===== config.mk =====
export PLATFORM = sky130hd
export DESIGN_NAME = decode_stage_flat
export DESIGN_NICKNAME = d
export VERILOG_FILES = /design/src/rtl/decode_stage_pkg.sv /design/src/rtl/decode_stage_if.sv /design/src/rtl/decode_stage_imm_gen.sv /design/src/rtl/decode_stage.sv /design/src/flat_wrapper.sv
export SDC_FILE = /design/constraint.sdc
export NUM_CORES = 1
export LEC_CHECK = 0
export ABC_AREA = 0
export CAP_MARGIN = 20
export CORE_MARGIN = 2
export CORE_UTILIZATION = 31
export DETAILED_ROUTE_END_ITERATION = 10
export PLACE_DENSITY = 0.65
export SYNTH_ARGS = -nofsm -noshare
export SYNTH_HDL_FRONTEND = slang
export SYNTH_HIERARCHICAL = 1
export SYNTH_SLANG_ARGS = --single-unit

===== constraint.sdc =====
create_clock -name clk -period 8.1 [get_ports clk]
set_input_delay 0.81 -clock clk [delete_from_list [all_inputs] [get_ports clk]]
set_output_delay 0.81 -clock clk [all_outputs]
set_load 0.05 [all_outputs]

===== src/rtl/decode_stage_pkg.sv =====
// Shared core defines: RV32/64 opcodes, func3 codes, decoded control bundle.
// Latency: n/a (types, constants and a pure combinational decode function).
// Backpressure: n/a.
package decode_stage_pkg;

  localparam logic [6:0] OPC_LUI    = 7'b0110111;
  localparam logic [6:0] OPC_AUIPC  = 7'b0010111;
  localparam logic [6:0] OPC_JAL    = 7'b1101111;
  localparam logic [6:0] OPC_JALR   = 7'b1100111;
  localparam logic [6:0] OPC_BRANCH = 7'b1100011;
  localparam logic [6:0] OPC_LOAD   = 7'b0000011;
  localparam logic [6:0] OPC_STORE  = 7'b0100011;
  localparam logic [6:0] OPC_OP_IMM = 7'b0010011;
  localparam logic [6:0] OPC_OP     = 7'b0110011;

  // func3 encodings with no defined instruction
  localparam logic [2:0] F3_BR_RSV_A = 3'b010;
  localparam logic [2:0] F3_BR_RSV_B = 3'b011;
  localparam logic [2:0] F3_LD_RSV_A = 3'b011;
  localparam logic [2:0] F3_LD_RSV_B = 3'b110;
  localparam logic [2:0] F3_LD_RSV_C = 3'b111;
  localparam logic [2:0] F3_ST_FIRST_RSV = 3'b011;

  typedef enum logic [2:0] {FMT_NONE, FMT_I, FMT_S, FMT_B, FMT_U, FMT_J} imm_fmt_e;
  typedef enum logic [1:0] {OP1_ZERO, OP1_RS1, OP1_PC, OP1_IMM} op1_sel_e;
  typedef enum logic [1:0] {OP2_ZERO, OP2_RS2, OP2_IMM, OP2_FOUR} op2_sel_e;
  typedef enum logic [1:0] {JOP_ZERO, JOP_PC, JOP_RS1} jop1_sel_e;
  typedef enum logic [1:0] {JOFF_ZERO, JOFF_IMM, JOFF_RS2} jop2_sel_e;

  // Decoded bundle in control form; the datapath turns the selects into values.
  typedef struct packed {
    imm_fmt_e  fmt;
    op1_sel_e  op1;
    op2_sel_e  op2;
    jop1_sel_e jop1;
    jop2_sel_e jop2;
    logic      use_rs1;
    logic      use_rs2;
    logic      writes_rd;
    logic      illegal;
  } dec_ctrl_t;

  function automatic dec_ctrl_t decode_ctrl(input logic [31:0] instr);
    dec_ctrl_t c;
    logic [2:0] f3;
    f3 = instr[14:12];
    c  = '0;
    case (instr[6:0])
      OPC_OP_IMM: begin
        c.fmt = FMT_I; c.op1 = OP1_RS1; c.op2 = OP2_IMM;
        c.use_rs1 = 1'b1; c.writes_rd = 1'b1;
      end
      OPC_LOAD: begin
        if (f3 == F3_LD_RSV_A || f3 == F3_LD_RSV_B || f3 == F3_LD_RSV_C) begin
          c.illegal = 1'b1;
        end else begin
          c.fmt = FMT_I; c.op1 = OP1_RS1; c.op2 = OP2_IMM;
          c.use_rs1 = 1'b1; c.writes_rd = 1'b1;
        end
      end
      OPC_OP: begin
        c.op1 = OP1_RS1; c.op2 = OP2_RS2;
        c.use_rs1 = 1'b1; c.use_rs2 = 1'b1; c.writes_rd = 1'b1;
      end
      OPC_STORE: begin
        if (f3 >= F3_ST_FIRST_RSV) begin
          c.illegal = 1'b1;
        end else begin
          c.fmt = FMT_S; c.op1 = OP1_RS1; c.op2 = OP2_IMM; c.jop2 = JOFF_RS2;
          c.use_rs1 = 1'b1; c.use_rs2 = 1'b1;
        end
      end
      OPC_BRANCH: begin
        if (f3 == F3_BR_RSV_A || f3 == F3_BR_RSV_B) begin
          c.illegal = 1'b1;
        end else begin
          c.fmt = FMT_B; c.op1 = OP1_RS1; c.op2 = OP2_RS2;
          c.jop1 = JOP_PC; c.jop2 = JOFF_IMM;
          c.use_rs1 = 1'b1; c.use_rs2 = 1'b1;
        end
      end
      OPC_LUI: begin
        c.fmt = FMT_U; c.op1 = OP1_IMM; c.writes_rd = 1'b1;
      end
      OPC_AUIPC: begin
        c.fmt = FMT_U; c.op1 = OP1_PC; c.op2 = OP2_IMM; c.writes_rd = 1'b1;
      end
      OPC_JAL: begin
        c.fmt = FMT_J; c.op1 = OP1_PC; c.op2 = OP2_FOUR;
        c.jop1 = JOP_PC; c.jop2 = JOFF_IMM; c.writes_rd = 1'b1;
      end
      OPC_JALR: begin
        c.fmt = FMT_I; c.op1 = OP1_PC; c.op2 = OP2_FOUR;
        c.jop1 = JOP_RS1; c.jop2 = JOFF_IMM;
        c.use_rs1 = 1'b1; c.writes_rd = 1'b1;
      end
      default: c.illegal = 1'b1;
    endcase
    return c;
  endfunction

endpackage


===== src/rtl/decode_stage_if.sv =====
// Fetch-to-decode, register-file read and decode-to-execute signal bundle.
// Latency: n/a (wiring only); slave modport is the decode stage's view.
// Backpressure: valid/ready on both the fetch side and the execute side.
interface decode_stage_if #(
  parameter int XLEN       = 32,
  parameter int REG_ADDR_W = 5
);
  logic                  in_valid;
  logic                  in_ready;
  logic [XLEN-1:0]       in_instr_addr;
  logic [31:0]           in_instr;
  logic [REG_ADDR_W-1:0] reg1_addr;
  logic [REG_ADDR_W-1:0] reg2_addr;
  logic [XLEN-1:0]       reg1_data;
  logic [XLEN-1:0]       reg2_data;
  logic                  out_valid;
  logic                  out_ready;
  logic [XLEN-1:0]       out_instr_addr;
  logic [31:0]           out_instr;
  logic [XLEN-1:0]       out_op1;
  logic [XLEN-1:0]       out_op2;
  logic [XLEN-1:0]       out_jump_op1;
  logic [XLEN-1:0]       out_jump_op2;
  logic [REG_ADDR_W-1:0] out_write_addr;
  logic                  out_wen;
  logic                  out_illegal;

  modport slave (
    input  in_valid, in_instr_addr, in_instr, reg1_data, reg2_data, out_ready,
    output in_ready, reg1_addr, reg2_addr, out_valid, out_instr_addr, out_instr,
           out_op1, out_op2, out_jump_op1, out_jump_op2, out_write_addr, out_wen, out_illegal
  );

  modport master (
    output in_valid, in_instr_addr, in_instr, reg1_data, reg2_data, out_ready,
    input  in_ready, reg1_addr, reg2_addr, out_valid, out_instr_addr, out_instr,
           out_op1, out_op2, out_jump_op1, out_jump_op2, out_write_addr, out_wen, out_illegal
  );
endinterface


===== src/rtl/decode_stage_imm_gen.sv =====
// Immediate extraction: picks the I/S/B/U/J field and sign-extends to XLEN.
// Latency: combinational.
// Backpressure: none.
module imm_gen
  import decode_stage_pkg::*;
#(
  parameter int XLEN = 32
) (
  input  logic [31:0]     instr,
  input  imm_fmt_e        fmt,
  output logic [XLEN-1:0] imm
);
  logic signed [31:0] raw;
  // The opcode field carries no immediate bits.
  logic unused_opc;
  assign unused_opc = ^instr[6:0];

  // Assemble the 32-bit immediate, then sign-extend to the datapath width.
  always_comb begin
    raw = '0;
    case (fmt)
      FMT_I:   raw = {{20{instr[31]}}, instr[31:20]};
      FMT_S:   raw = {{20{instr[31]}}, instr[31:25], instr[11:7]};
      FMT_B:   raw = {{20{instr[31]}}, instr[7], instr[30:25], instr[11:8], 1'b0};
      FMT_U:   raw = {instr[31:12], 12'b0};
      FMT_J:   raw = {{12{instr[31]}}, instr[19:12], instr[20], instr[30:21], 1'b0};
      default: raw = '0;
    endcase
    imm = XLEN'(raw);
  end
endmodule


===== src/rtl/decode_stage.sv =====
// Decode stage: reads rs1/rs2, builds ALU/jump operands, registers the bundle.
// Latency: 1 cycle accept-to-out_valid; DECODE_SKID_BUF_EN adds a one-entry skid with registered in_ready.
// Backpressure: outputs held while out_valid && !out_ready; in_ready drops while the output is full.
module decode_stage
  import decode_stage_pkg::*;
#(
  parameter int XLEN       = 32,
  parameter int REG_ADDR_W = 5
) (
  input  logic            clk,
  input  logic            rst,
  input  logic            flush,
  decode_stage_if.slave   bus
);
  localparam int BW = 5 * XLEN + 32 + REG_ADDR_W + 2;

  dec_ctrl_t             ctrl;
  logic [XLEN-1:0]       imm;
  logic [XLEN-1:0]       op1_d, op2_d, jop1_d, jop2_d;
  logic [REG_ADDR_W-1:0] rd, waddr_d;
  logic                  wen_d;
  logic [BW-1:0]         bundle_d, main_q;
  logic                  out_vld_q;

  assign ctrl = decode_ctrl(bus.in_instr);

  imm_gen #(.XLEN(XLEN)) u_imm_gen (
    .instr (bus.in_instr),
    .fmt   (ctrl.fmt),
    .imm   (imm)
  );

  // Register-file read addresses only toggle for instructions that read them.
  assign bus.reg1_addr = ctrl.use_rs1 ? REG_ADDR_W'(bus.in_instr[19:15]) : '0;
  assign bus.reg2_addr = ctrl.use_rs2 ? REG_ADDR_W'(bus.in_instr[24:20]) : '0;

  assign rd      = REG_ADDR_W'(bus.in_instr[11:7]);
  assign wen_d   = ctrl.writes_rd && (rd != '0);
  assign waddr_d = wen_d ? rd : '0;

  // Turn operand selects into values; unselected operands are zero.
  always_comb begin
    op1_d  = '0;
    op2_d  = '0;
    jop1_d = '0;
    jop2_d = '0;
    case (ctrl.op1)
      OP1_RS1: op1_d = bus.reg1_data;
      OP1_PC:  op1_d = bus.in_instr_addr;
      OP1_IMM: op1_d = imm;
      default: op1_d = '0;
    endcase
    case (ctrl.op2)
      OP2_RS2:  op2_d = bus.reg2_data;
      OP2_IMM:  op2_d = imm;
      OP2_FOUR: op2_d = XLEN'(4);
      default:  op2_d = '0;
    endcase
    case (ctrl.jop1)
      JOP_PC:  jop1_d = bus.in_instr_addr;
      JOP_RS1: jop1_d = bus.reg1_data;
      default: jop1_d = '0;
    endcase
    case (ctrl.jop2)
      JOFF_IMM: jop2_d = imm;
      JOFF_RS2: jop2_d = bus.reg2_data;
      default:  jop2_d = '0;
    endcase
  end

  assign bundle_d = {bus.in_instr_addr, bus.in_instr, op1_d, op2_d, jop1_d, jop2_d,
                     waddr_d, wen_d, ctrl.illegal};

  assign {bus.out_instr_addr, bus.out_instr, bus.out_op1, bus.out_op2, bus.out_jump_op1,
          bus.out_jump_op2, bus.out_write_addr, bus.out_wen, bus.out_illegal} = main_q;
  assign bus.out_valid = out_vld_q;

`ifdef DECODE_SKID_BUF_EN
  logic [BW-1:0] skid_q;
  logic          skid_vld_q;
  logic          rdy_q;
  logic          take;

  assign bus.in_ready = rdy_q;
  assign take         = bus.in_valid && rdy_q;

  // Output register plus one skid entry; register data is captured decoded
  // because the register file only presents it in the accept cycle.
  always_ff @(posedge clk or posedge rst) begin
    if (rst) begin
      out_vld_q  <= 1'b0;
      main_q     <= '0;
      skid_q     <= '0;
      skid_vld_q <= 1'b0;
      rdy_q      <= 1'b0;
    end else if (flush) begin
      out_vld_q  <= 1'b0;
      skid_vld_q <= 1'b0;
      rdy_q      <= 1'b1;
    end else if (!out_vld_q || bus.out_ready) begin
      if (skid_vld_q) begin
        main_q     <= skid_q;
        out_vld_q  <= 1'b1;
        skid_vld_q <= 1'b0;
      end else begin
        out_vld_q <= take;
        if (take) main_q <= bundle_d;
      end
      rdy_q <= 1'b1;
    end else if (take) begin
      skid_q     <= bundle_d;
      skid_vld_q <= 1'b1;
      rdy_q      <= 1'b0;
    end
  end
`else
  assign bus.in_ready = !out_vld_q || bus.out_ready;

  // Single output register: load whenever the slot is empty or draining.
  always_ff @(posedge clk or posedge rst) begin
    if (rst) begin
      out_vld_q <= 1'b0;
      main_q    <= '0;
    end else if (flush) begin
      out_vld_q <= 1'b0;
    end else if (bus.in_ready) begin
      out_vld_q <= bus.in_valid;
      if (bus.in_valid) main_q <= bundle_d;
    end
  end
`endif

endmodule


===== src/flat_wrapper.sv =====
// flat-port wrapper written by rule: the top's interface ports become plain ports
module decode_stage_flat import decode_stage_pkg::*;
#(
  parameter int XLEN       = 32,
  parameter int REG_ADDR_W = 5
)
  (clk, rst, flush, bus_in_valid, bus_in_instr_addr, bus_in_instr, bus_reg1_data, bus_reg2_data, bus_out_ready, bus_in_ready, bus_reg1_addr, bus_reg2_addr, bus_out_valid, bus_out_instr_addr, bus_out_instr, bus_out_op1, bus_out_op2, bus_out_jump_op1, bus_out_jump_op2, bus_out_write_addr, bus_out_wen, bus_out_illegal);
  decode_stage_if #(.XLEN(XLEN), .REG_ADDR_W(REG_ADDR_W)) bus_i ();
  input  logic clk;
  input  logic rst;
  input  logic flush;
  input wire logic [$bits(bus_i.in_valid)-1:0] bus_in_valid;
  input wire logic [$bits(bus_i.in_instr_addr)-1:0] bus_in_instr_addr;
  input wire logic [$bits(bus_i.in_instr)-1:0] bus_in_instr;
  input wire logic [$bits(bus_i.reg1_data)-1:0] bus_reg1_data;
  input wire logic [$bits(bus_i.reg2_data)-1:0] bus_reg2_data;
  input wire logic [$bits(bus_i.out_ready)-1:0] bus_out_ready;
  output wire logic [$bits(bus_i.in_ready)-1:0] bus_in_ready;
  output wire logic [$bits(bus_i.reg1_addr)-1:0] bus_reg1_addr;
  output wire logic [$bits(bus_i.reg2_addr)-1:0] bus_reg2_addr;
  output wire logic [$bits(bus_i.out_valid)-1:0] bus_out_valid;
  output wire logic [$bits(bus_i.out_instr_addr)-1:0] bus_out_instr_addr;
  output wire logic [$bits(bus_i.out_instr)-1:0] bus_out_instr;
  output wire logic [$bits(bus_i.out_op1)-1:0] bus_out_op1;
  output wire logic [$bits(bus_i.out_op2)-1:0] bus_out_op2;
  output wire logic [$bits(bus_i.out_jump_op1)-1:0] bus_out_jump_op1;
  output wire logic [$bits(bus_i.out_jump_op2)-1:0] bus_out_jump_op2;
  output wire logic [$bits(bus_i.out_write_addr)-1:0] bus_out_write_addr;
  output wire logic [$bits(bus_i.out_wen)-1:0] bus_out_wen;
  output wire logic [$bits(bus_i.out_illegal)-1:0] bus_out_illegal;
  assign bus_i.in_valid = bus_in_valid;
  assign bus_i.in_instr_addr = bus_in_instr_addr;
  assign bus_i.in_instr = bus_in_instr;
  assign bus_i.reg1_data = bus_reg1_data;
  assign bus_i.reg2_data = bus_reg2_data;
  assign bus_i.out_ready = bus_out_ready;
  assign bus_in_ready = bus_i.in_ready;
  assign bus_reg1_addr = bus_i.reg1_addr;
  assign bus_reg2_addr = bus_i.reg2_addr;
  assign bus_out_valid = bus_i.out_valid;
  assign bus_out_instr_addr = bus_i.out_instr_addr;
  assign bus_out_instr = bus_i.out_instr;
  assign bus_out_op1 = bus_i.out_op1;
  assign bus_out_op2 = bus_i.out_op2;
  assign bus_out_jump_op1 = bus_i.out_jump_op1;
  assign bus_out_jump_op2 = bus_i.out_jump_op2;
  assign bus_out_write_addr = bus_i.out_write_addr;
  assign bus_out_wen = bus_i.out_wen;
  assign bus_out_illegal = bus_i.out_illegal;
  decode_stage #(.XLEN(XLEN), .REG_ADDR_W(REG_ADDR_W)) u_core (.clk(clk), .rst(rst), .flush(flush), .bus(bus_i));
endmodule

======== Word level (Yosys, flattened, before mapping) ========
Cells that the tools add are included.
W data, S select, Z words.
word-level totals
  input port bits ......................... 133
  register bits after elaboration ......... 200
  latch bits .............................. 0
  bits in writable memories ............... 0
  memories kept ........................... 0
  word-level logic and storage cells ...... 76
  memory bits (read-only) ................. 0
cells by class
  divide/modulo/power cells ............... 0
  multiplexer cells ....................... 27
  reductions and logical operators ........ 17
  bitwise operators ....................... 1
  order comparisons ....................... 1
  equality and inequality tests ........... 28
  $add $sub $neg .......................... 0
  multiply operators ...................... 0
  shift-type cells ........................ 0
operators with widths
  operator              count
  $pmux W32 S3          2
  $pmux W32 S5          1
  $pmux W32 S2          2
  $pmux W2 S6           2
  $eq A7 B6 Y1 const B  3
  $eq A7 B7 Y1 const B  3
  $mux W5               4
  $pmux W3 S6           1
  $eq A7 B5 Y1 const B  2
  $eq A2 B2 Y1 const B  6
  $eq A3 B2 Y1 const B  4
  $eq A3 B3 Y1 const B  4
  $mux W12              1
  $pmux W2 S3           2
  $reduce_or A2 Y1      5
  $eq A2 B1 Y1 const B  4
  $pmux W1 S4           2
  $eq A7 B2 Y1 const B  1
  $mux W1               6
  $mux W6               1
  $reduce_or A3 Y1      2
  $reduce_or A6 Y1      1
  $reduce_bool A5 Y1    1
  $logic_or A1 B1 Y1    4
  other kinds (10)      10

======== Logic depth before layout (Yosys ltp) ========
Gate-level depths: netlist of the first run.
  word-level depth ........................ 8
  mapped depth ............................ 13
  gate-level depth less buffers ........... 10

======== Hierarchy ========
Netlist of the first run, hierarchy kept.
by module, submodules not included
  module        area an instance (sq um)  instances  cells an instance  seq. area each (sq um)
  decode_stage  9133.8                    1          947                5004.8
  imm_gen       531.8                     1          70                 0.0

======== Worst setup path before layout of the first run ========
No wires, ideal clock.
  path type ............................... input to output
  start point ............................. in bus_in_instr[3]
  end point ............................... out bus_reg1_addr[0]
  slack ................................... 5248 ps
  data required time ...................... 7290 ps
  cell stages on the path ................. 5
  path buffers ............................ 0
  arrival ................................. 2042 ps
  path through ............................ nand3b_1 > nor3_1 > o311a_1 > nand2b_1 > and2_1
between the ends
  cells in the longest elaborated chain, start to end .. 4
  elaborated cells on any way between the ends .. 9
ends and longest elaborated chain
  element                               line                    text
  from (decl)                           flat_wrapper.sv:14      input wire logic [$bits(bus_i.in_instr)-1:0] bus_in_instr;
  $eq A7 B6 Y1 (tied with other cells)  decode_stage_pkg.sv:48  case (instr[6:0])
  $reduce_or A3 Y1 (no line)            --
  $pmux W1 S4 (*)                       decode_stage_pkg.sv:48
  $mux W5 (*)                           decode_stage.sv:34      assign bus.reg1_addr = ctrl.use_rs1 ? REG_ADDR_W'(bus.in_instr[19:15]) : '0;
  to (decl)                             flat_wrapper.sv:19      output wire logic [$bits(bus_i.reg1_addr)-1:0] bus_reg1_addr;
Mark *: on every way between the ends. The rest lies on a longest branch, timed or not.

======== Final worst setup path of the first run ========
  start point ............................. in bus_in_instr[3]
  end point ............................... out bus_reg1_addr[2]
Same word-level chain as after synthesis.

==> results of run 1 <==
-- cells in the final DEF (no fill, tap or decap), types with 2 or more instances in the layout --
cell             netlist  routed
a2111oi_4              2       2
a21boi_0               6       6
a21oi_1               37      36
a221o_1               32      32
a221oi_1              32      32
a22o_1                 9       9
a22oi_1               64      64
and2_1                42      42
and3_1                 2       2
buf_4                  1      19
clkbuf_16              0      17
clkdlybuf4s50_1        0     343
clkinv_2               0       3
clkinvlp_4             0       2
dfrtp_1              200     200
ha_1                   4       4
inv_1                 11      10
inv_6                  0       8
nand2_1              259     259
nand2b_1               7       7
nand3_1               46      46
nand3b_1               6       6
nand4b_1               2       2
nand4bb_1             13      13
nor2_1                39      38
nor2_2                 2       2
nor2b_1                4       4
nor3_1                 4       4
nor3b_1                3       2
o21ai_0                6       6
o2bb2ai_1              9       9
o31a_1                 2       2
o31ai_1               65      65
-- sequential cells by signal (all words and copies together) (netlist names) --
register              count
u_core/bus.out_valid      1
u_core/main_q           199
-- per-stage QoR --
step	util, %	cells	setup slack, ps	area (um2)	power (mW)
global route	45.49	1716	3633	13950	2.773
floorplan	-	1017	1836	9666	1.525
detailed placement	43.65	1684	3843	13390	1.824
global placement	43.65	1684	3900	13390	1.818
finish	45.49	1716	3838	13950	2.659
CTS	45.49	1716	3844	13950	2.687
-- worst min-delay path by stage --
stage / end / startpoint / depth (start not counted) / slack, ps
final: u_core/main_q[158]$_DFFE_PP0P_ / u_core/main_q[158]$_DFFE_PP0P_ / 2 / 480
after global routing: u_core/main_q[154]$_DFFE_PP0P_ / u_core/main_q[154]$_DFFE_PP0P_ / 2 / 500
after CTS: u_core/main_q[32]$_DFFE_PP0P_ / u_core/main_q[32]$_DFFE_PP0P_ / 2 / 480
after detailed placement: u_core/main_q[147]$_DFFE_PP0P_ / u_core/main_q[147]$_DFFE_PP0P_ / 2 / 460
after global placement: u_core/main_q[153]$_DFFE_PP0P_ / u_core/main_q[153]$_DFFE_PP0P_ / 2 / 460
after floorplan: u_core/main_q[158]$_DFFE_PP0P_ / u_core/main_q[158]$_DFFE_PP0P_ / 2 / 740
-- kinds of logic (layout without fill, tap and decap cells) --
kind of cell             Yosys count  after routing  share of synthesized area [%]
AO/OA/AOI/OAI                    274            274                          22.12
AND/OR/NAND/NOR                  435            435                          20.80
flip-flops                       200            200                          51.78
buffers and inverters            103            406                          4.673
multiplexers                       1              1                         0.1036
adder cells (fa/ha/maj)            4              4                         0.5178
-- report_power, final --
group,total (mW),internal (mW),switching [mW]
sequential,1.11,1.07,0.0412
clock,0.856,0.432,0.424
combinational,0.691,0.228,0.463
-- final cells by class --
type / count / area (um2) / area share, %
Clock inverter: 15 / 138.9 / 0.9954
Tap cell: 396 / 495.5 / 3.551
Timing Repair Buffer: 362 / 3576 / 25.63
Sequential cell: 200 / 5005 / 35.87
Multi-Input combinational cell: 714 / 4259 / 30.53
Clock buffer: 17 / 425.4 / 3.049
Inverter: 12 / 52.55 / 0.3766
-- routing by layer --
layer	routed length [um]	share of wire (%)
met1	17040	44
met5	13	0.034
met3	2536	6.6
met4	631	1.6
met2	18100	47
-- critical path, cell delays in order --
cell and delay [ps]:
clkdlybuf4s50_1 520, nand3b_1 410, nor3_1 240, o311a_1 270, nand2b_1 230, and2_1 160
clkdlybuf4s50_1 800
==> summary.md, run 1 <==
## CTS
- 2 — buffers from clock root to sink, at most
- 17 — cts bufs inserted
- 450 ps — clock insertion delay at the later pin of the skew report
- 4 — H-Tree Level Count
- yes — CTS tree
- clkbuf_16 — clock tree root driver cell
- 200 — clock sinks
- 70 ps — Clock Pin Slew Worst Setup and Hold Paths
- 0 — hold-fix buffers at CTS
- 0 — post-CTS repair timing setup buffer count
- 0 — number of gates given a new drive strength after cts

## Power and ir drop
- 136.2 uV — maximum ir drop on the vdd rail
- 190.6 mW/mm2 — PwrDens
- 5.817 nW — LEAKAGE

## Setup path
- bus_in_instr[3] — launch point of the critical path
- u_core/bus.out_valid$_DFFE_PP0P_ — launching point of the worst reg2reg path
- 3450 ps — Data arrival, critical path
- 8 — logic depth of the worst register-to-register path
- u_core/main_q[133]$_DFFE_PP0P_ — Worst R2R End
- 8 — Worst Path Max Fanout
- bus_reg1_addr[2] — capturing element of the worst setup path
- input pin to primary output — type of the worst setup path
- 7290 ps — endpoint required time on the critical path
- primary output — capturing element type of the critical path
- input pin — type of origin of the critical path
- 5090 ps — worst setup slack for register-to-register paths

## Floorplanning
- 0.03067 mm2 — core region area
- 0.03261 mm2 — area of the die
- 64 — Site Rows
- 180.6 um — width of the die
- 31.52% — Initial Utilization
- 180.6 um — chip height
- 344 — number of top-level design ports

## Global routing
- 9,022 — via count of the first global-routing pass
- 23.04% — global-route usage over all layers
- 2 — antenna violations before repair
- 37.04% — met2 track demand over resource in global routing
- 57,920 um — global-route wire length before repair
- met2 — GRT Max-Usage Layer
- 139 — largest net degree at the start of global routing
- 31.44% — met1 track demand over resource
- 5.396% — GR Layer Usage met3
- 0 — grt total ovfl

## Timing
- 0 — total of endpoints with negative setup slack in the final report
- 0 — max-slew violations
- 11.28 ps — clock skew after layout
- 32.09% — normalized max-slew margin
- 0 ps — Setup TNS Final
- 52.62% — final worst-path cycle share
- 475.9 ps — Post-Route Hold Slack
- 234.6 MHz — Peak Freq
- 4262 ps — clock period minus worst slack
- 1019 ps — transition time of the tightest slew-check pin
- 0 — Final Hold Vio Count
- false — RSZ-0062 raised after global routing

## Synthesis
- nand2_1 — most frequent cell after synthesis
- nand2_1, dfrtp_1, clkbuf_1, o31ai_1, a22oi_1 — top cells by count, synth
- 0 — number of synthesized flops with an enable pin
- 6 — number of warnings issued by yosys
- 1,154 — Synth Net Count
- dfrtp_1 — cell type contributing the most total cell area after synthesis
- dfrtp_1 — Main synth FF type
- 9.504 um2 — mean instance size in the synthesized netlist
- 51 — Unique masters post-synth
- dfrtp_1, nand2_1, o31ai_1 — most area-consuming cells after synthesis
- 0.009666 mm2 — netlist area before placement
- 100.0% — fraction of synthesis flops using an asynchronous set or reset pin
- 1,017 — Synth Instances
- 51.78% — area share of the largest cell type after synthesis
- 51.78% — sequential share of the synthesized area
- 200 — number of synthesized register bits

## Finish
- 0 — diode count
- 44.35% — area added between synthesis and finish
- 1,444 — Total Nets Final
- 4.924% — ratio of cells with drive above 1 in the final layout
- 2,932 — total of fill cells in the finished design

## Route
- 22.33 um — per-cell routed wire length
- 0 — residual DRC count
- 0 — Final ANT Viol Nets
- 5.383 — via-per-instance ratio
- 38,330 um — Routed Wire Length
- 923 — detailed router's first-iteration violation count
- 9,237 — via count
- 5 — Pre-antenna DRT Iters

## Placed design
- 0.8467 — GP Congestion
- 26,820 um — Detailed Place HPWL
- 343 — Port-buffer cells

## Job
- 0 — total of max-cap violations

## Worst hold path
- flip-flop to flip-flop — worst hold path class

## Run status
- finished clean — result of the run

(Power assumes the default switching activity.)
==> inputs of run 2 (changes only) <==
==> constraint.sdc (replaced) <==
create_clock -name clk -period 4 [get_ports clk]
set_input_delay 0.4 -clock clk [delete_from_list [all_inputs] [get_ports clk]]
set_output_delay 0.4 -clock clk [all_outputs]
set_load 0.05 [all_outputs]
==> summary.md, run 2 (synthesis gave the netlist of run 1 again) <==
## CTS
- 0 — hold-fix buffers at CTS, unchanged
- clkbuf_16 — clock tree root driver cell
- 4 — H-Tree Level Count, unchanged
- 0 — number of gates given a new drive strength after cts, unchanged
- 200 — clock sinks, unchanged
- 440 ps — clock insertion delay at the later pin of the skew report, about the same
- yes — CTS tree
- 0 — post-CTS repair timing setup buffer count, unchanged
- 70 ps — Clock Pin Slew Worst Setup and Hold Paths, about the same
- 2 — buffers from clock root to sink, at most, unchanged
- 17 — cts bufs inserted, unchanged

## Route
- 7 — Pre-antenna DRT Iters, +2
- 832 — detailed router's first-iteration violation count, -9.9%
- 22.48 um — per-cell routed wire length, +0.65%
- 5.425 — via-per-instance ratio, +0.79%
- 38,840 um — Routed Wire Length, +1.4%
- 0 — residual DRC count, unchanged
- 0 — Final ANT Viol Nets, unchanged
- 9,375 — via count, +1.5%

## Finish
- 199 — number of flip-flops under the largest register name, unchanged
- 1,451 — Total Nets Final, +0.48%
- 2,927 — total of fill cells in the finished design, -0.17%
- 5.426% — ratio of cells with drive above 1 in the final layout, +0.50 points
- clkdlybuf4s50_1, nand2_1, dfrtp_1, o31ai_1, a22oi_1 — most frequent cells in the layout
- u_core/main_q — register bank with the most flops
- 46.11% — area added between synthesis and finish
- clkdlybuf4s50_1 — most common cell after layout, fill and taps aside

## Floorplanning
- 344 — number of top-level design ports, unchanged
- 64 — Site Rows, unchanged
- 31.52% — Initial Utilization, unchanged
- 0.03067 mm2 — core region area, unchanged
- 180.6 um — width of the die, unchanged
- 0.03261 mm2 — area of the die, unchanged
- 180.6 um — chip height, unchanged

## Timing
- 285.4 MHz — Peak Freq
- 0 — Final Hold Vio Count, unchanged
- 87.60% — final worst-path cycle share
- 13.29 ps — clock skew after layout, +2.008 ps
- 32.63% — normalized max-slew margin, +0.55 points
- 0 ps — Setup TNS Final, unchanged
- 3504 ps — clock period minus worst slack
- 1011 ps — transition time of the tightest slew-check pin, -8.186 ps
- 0 — total of endpoints with negative setup slack in the final report, unchanged
- false — RSZ-0062 raised after global routing
- 0 — max-slew violations, unchanged

## Setup path
- 3600 ps — endpoint required time on the critical path, -3690 ps
- buffers and inverters — category of cells accounting for the largest share of critical-path delay
- input pin to primary output — type of the worst setup path
- u_core/bus.out_valid$_DFFE_PP0P_ — launching point of the worst reg2reg path
- 1800 ps — worst setup slack for register-to-register paths, -3290 ps
- 2 — number of buffer and inverter stages on the critical path, unchanged
- clkdlybuf4s50_1 — cell with the most instances on the worst path
- 8 — Worst Path Max Fanout, unchanged
- clkdlybuf4s50_1 — crit path max-delay cell type
- input pin — type of origin of the critical path
- clkdlybuf4s50_1 -> nand3b_1 -> nor3_1 -> o311a_1 -> nand2b_1 -> and2_1 -> clkdlybuf4s50_1 — ordered list of cells on the worst path
- bus_in_instr[3] — launch point of the critical path
- 800 ps — maximum cell stage delay along the critical path, about the same
- primary output — capturing element type of the critical path
- 3100 ps — Data arrival, critical path, -350 ps

## Global routing
- 58,570 um — global-route wire length before repair, +1.1%
- 5 — antenna violations before repair, +3
- 23.44% — global-route usage over all layers, +0.40 points
- 9,024 — via count of the first global-routing pass, +0.022%
- 130 — largest net degree at the start of global routing, -6.5%
- 0 — grt total ovfl, unchanged

## Power and ir drop
- 392.0 mW/mm2 — PwrDens, +110%
- 223.1 uV — maximum ir drop on the vdd rail, +64%
- 5.896 nW — LEAKAGE, +1.4%
- 5.536 mW — Power Total, +110%

## Placed design
- 343 — Port-buffer cells, unchanged
- 27,330 um — Detailed Place HPWL, +1.9%
- 0.8826 — GP Congestion, +4.2%

## Job
- 0 — total of max-cap violations, unchanged

## Worst hold path
- u_core/main_q[10]$_DFFE_PP0P_ — Worst Min Path Start
- flip-flop to flip-flop — worst hold path class

## Run status
- finished clean — result of the run

[run 2: cell types whose count changed in the layout (fill, tap and decap cells not counted)]
cell and change:
diode_2 +5, buf_12 +4, buf_4 +3, clkinv_8 +3, clkinv_2 -2, inv_6 -2, bufinv_16 +1, clkinvlp_4 -1
inv_8 +1
[run 2: cell type report]
type	instances	area, um2	share of cell area [%]
clock inverters	15	197.7	1.400
flip-flops and latches	200	5005	35.44
repair buffers	369	3679	26.05
diodes	5	12.51	0.08860
inverters	12	48.80	0.3455
multi-input cells	714	4259	30.16
clock buffers	17	425.4	3.012
well taps	396	495.5	3.508
[run 2: per-layer routing]
metal	up-vias	GRT usage, %	share of wire (%)
li1	4259	-	-
met1	4614	32.33	44
met4	0	10.26	3.7
met3	66	5.962	7.5
met5	-	0	0
met2	436	34.78	45
[run 2: final timing paths]
check	endpoint	cells after the start
worst max-delay path	bus_reg1_addr[4]	7
worst min-delay path	u_core/main_q[10]$_DFFE_PP0P_	2
worst max register to register	u_core/main_q[97]$_DFFE_PP0P_	7
worst min register to register	u_core/main_q[10]$_DFFE_PP0P_	2
max in group asynchronous	u_core/main_q[123]$_DFFE_PP0P_	3
min in group asynchronous	u_core/main_q[174]$_DFFE_PP0P_	3
[run 2: tightest hold or removal path: stages, from the launching register on]
cell and delay, ps:
dfrtp_1 340, nand2_1 50, o31ai_1 50
[run 2: report_power, final]
part / leakage (nW) / internal, mW / switching [mW]
clock network: 0.306 / 0.962 / 0.912
logic: 2.97 / 0.470 / 0.941
registers: 2.62 / 2.17 / 0.0819
total: 5.90 / 3.60 / 1.94
[run 2: metrics by stage]
step | hold slack (ps) | cell area, um2 | util (%) | setup WS (ps) | instances
CTS | 481.5 | 14110 | 46.01 | 514.2 | 1723
finish | 476.3 | 14120 | 46.05 | 496.0 | 1728
global route | 494.7 | 14120 | 46.05 | 290.9 | 1728
floorplan | 466.4 | 9669 | - | 1012 | 1017
global placement | 457.0 | 13490 | 43.97 | 450.8 | 1691
detailed placement | 461.9 | 13490 | 43.97 | 370.7 | 1691
==> inputs of run 3 (changes only) <==
--- a/config.mk
+++ b/config.mk
@@ -11,6 +11,7 @@
 export CORE_UTILIZATION = 31
 export DETAILED_ROUTE_END_ITERATION = 10
 export PLACE_DENSITY = 0.65
+export SKIP_CTS_REPAIR_TIMING = 1
 export SYNTH_ARGS = -nofsm -noshare
 export SYNTH_HDL_FRONTEND = slang
 export SYNTH_HIERARCHICAL = 1
==> results of run 3 <==
Final layout, timing and power as in run 2 (identical DEF).
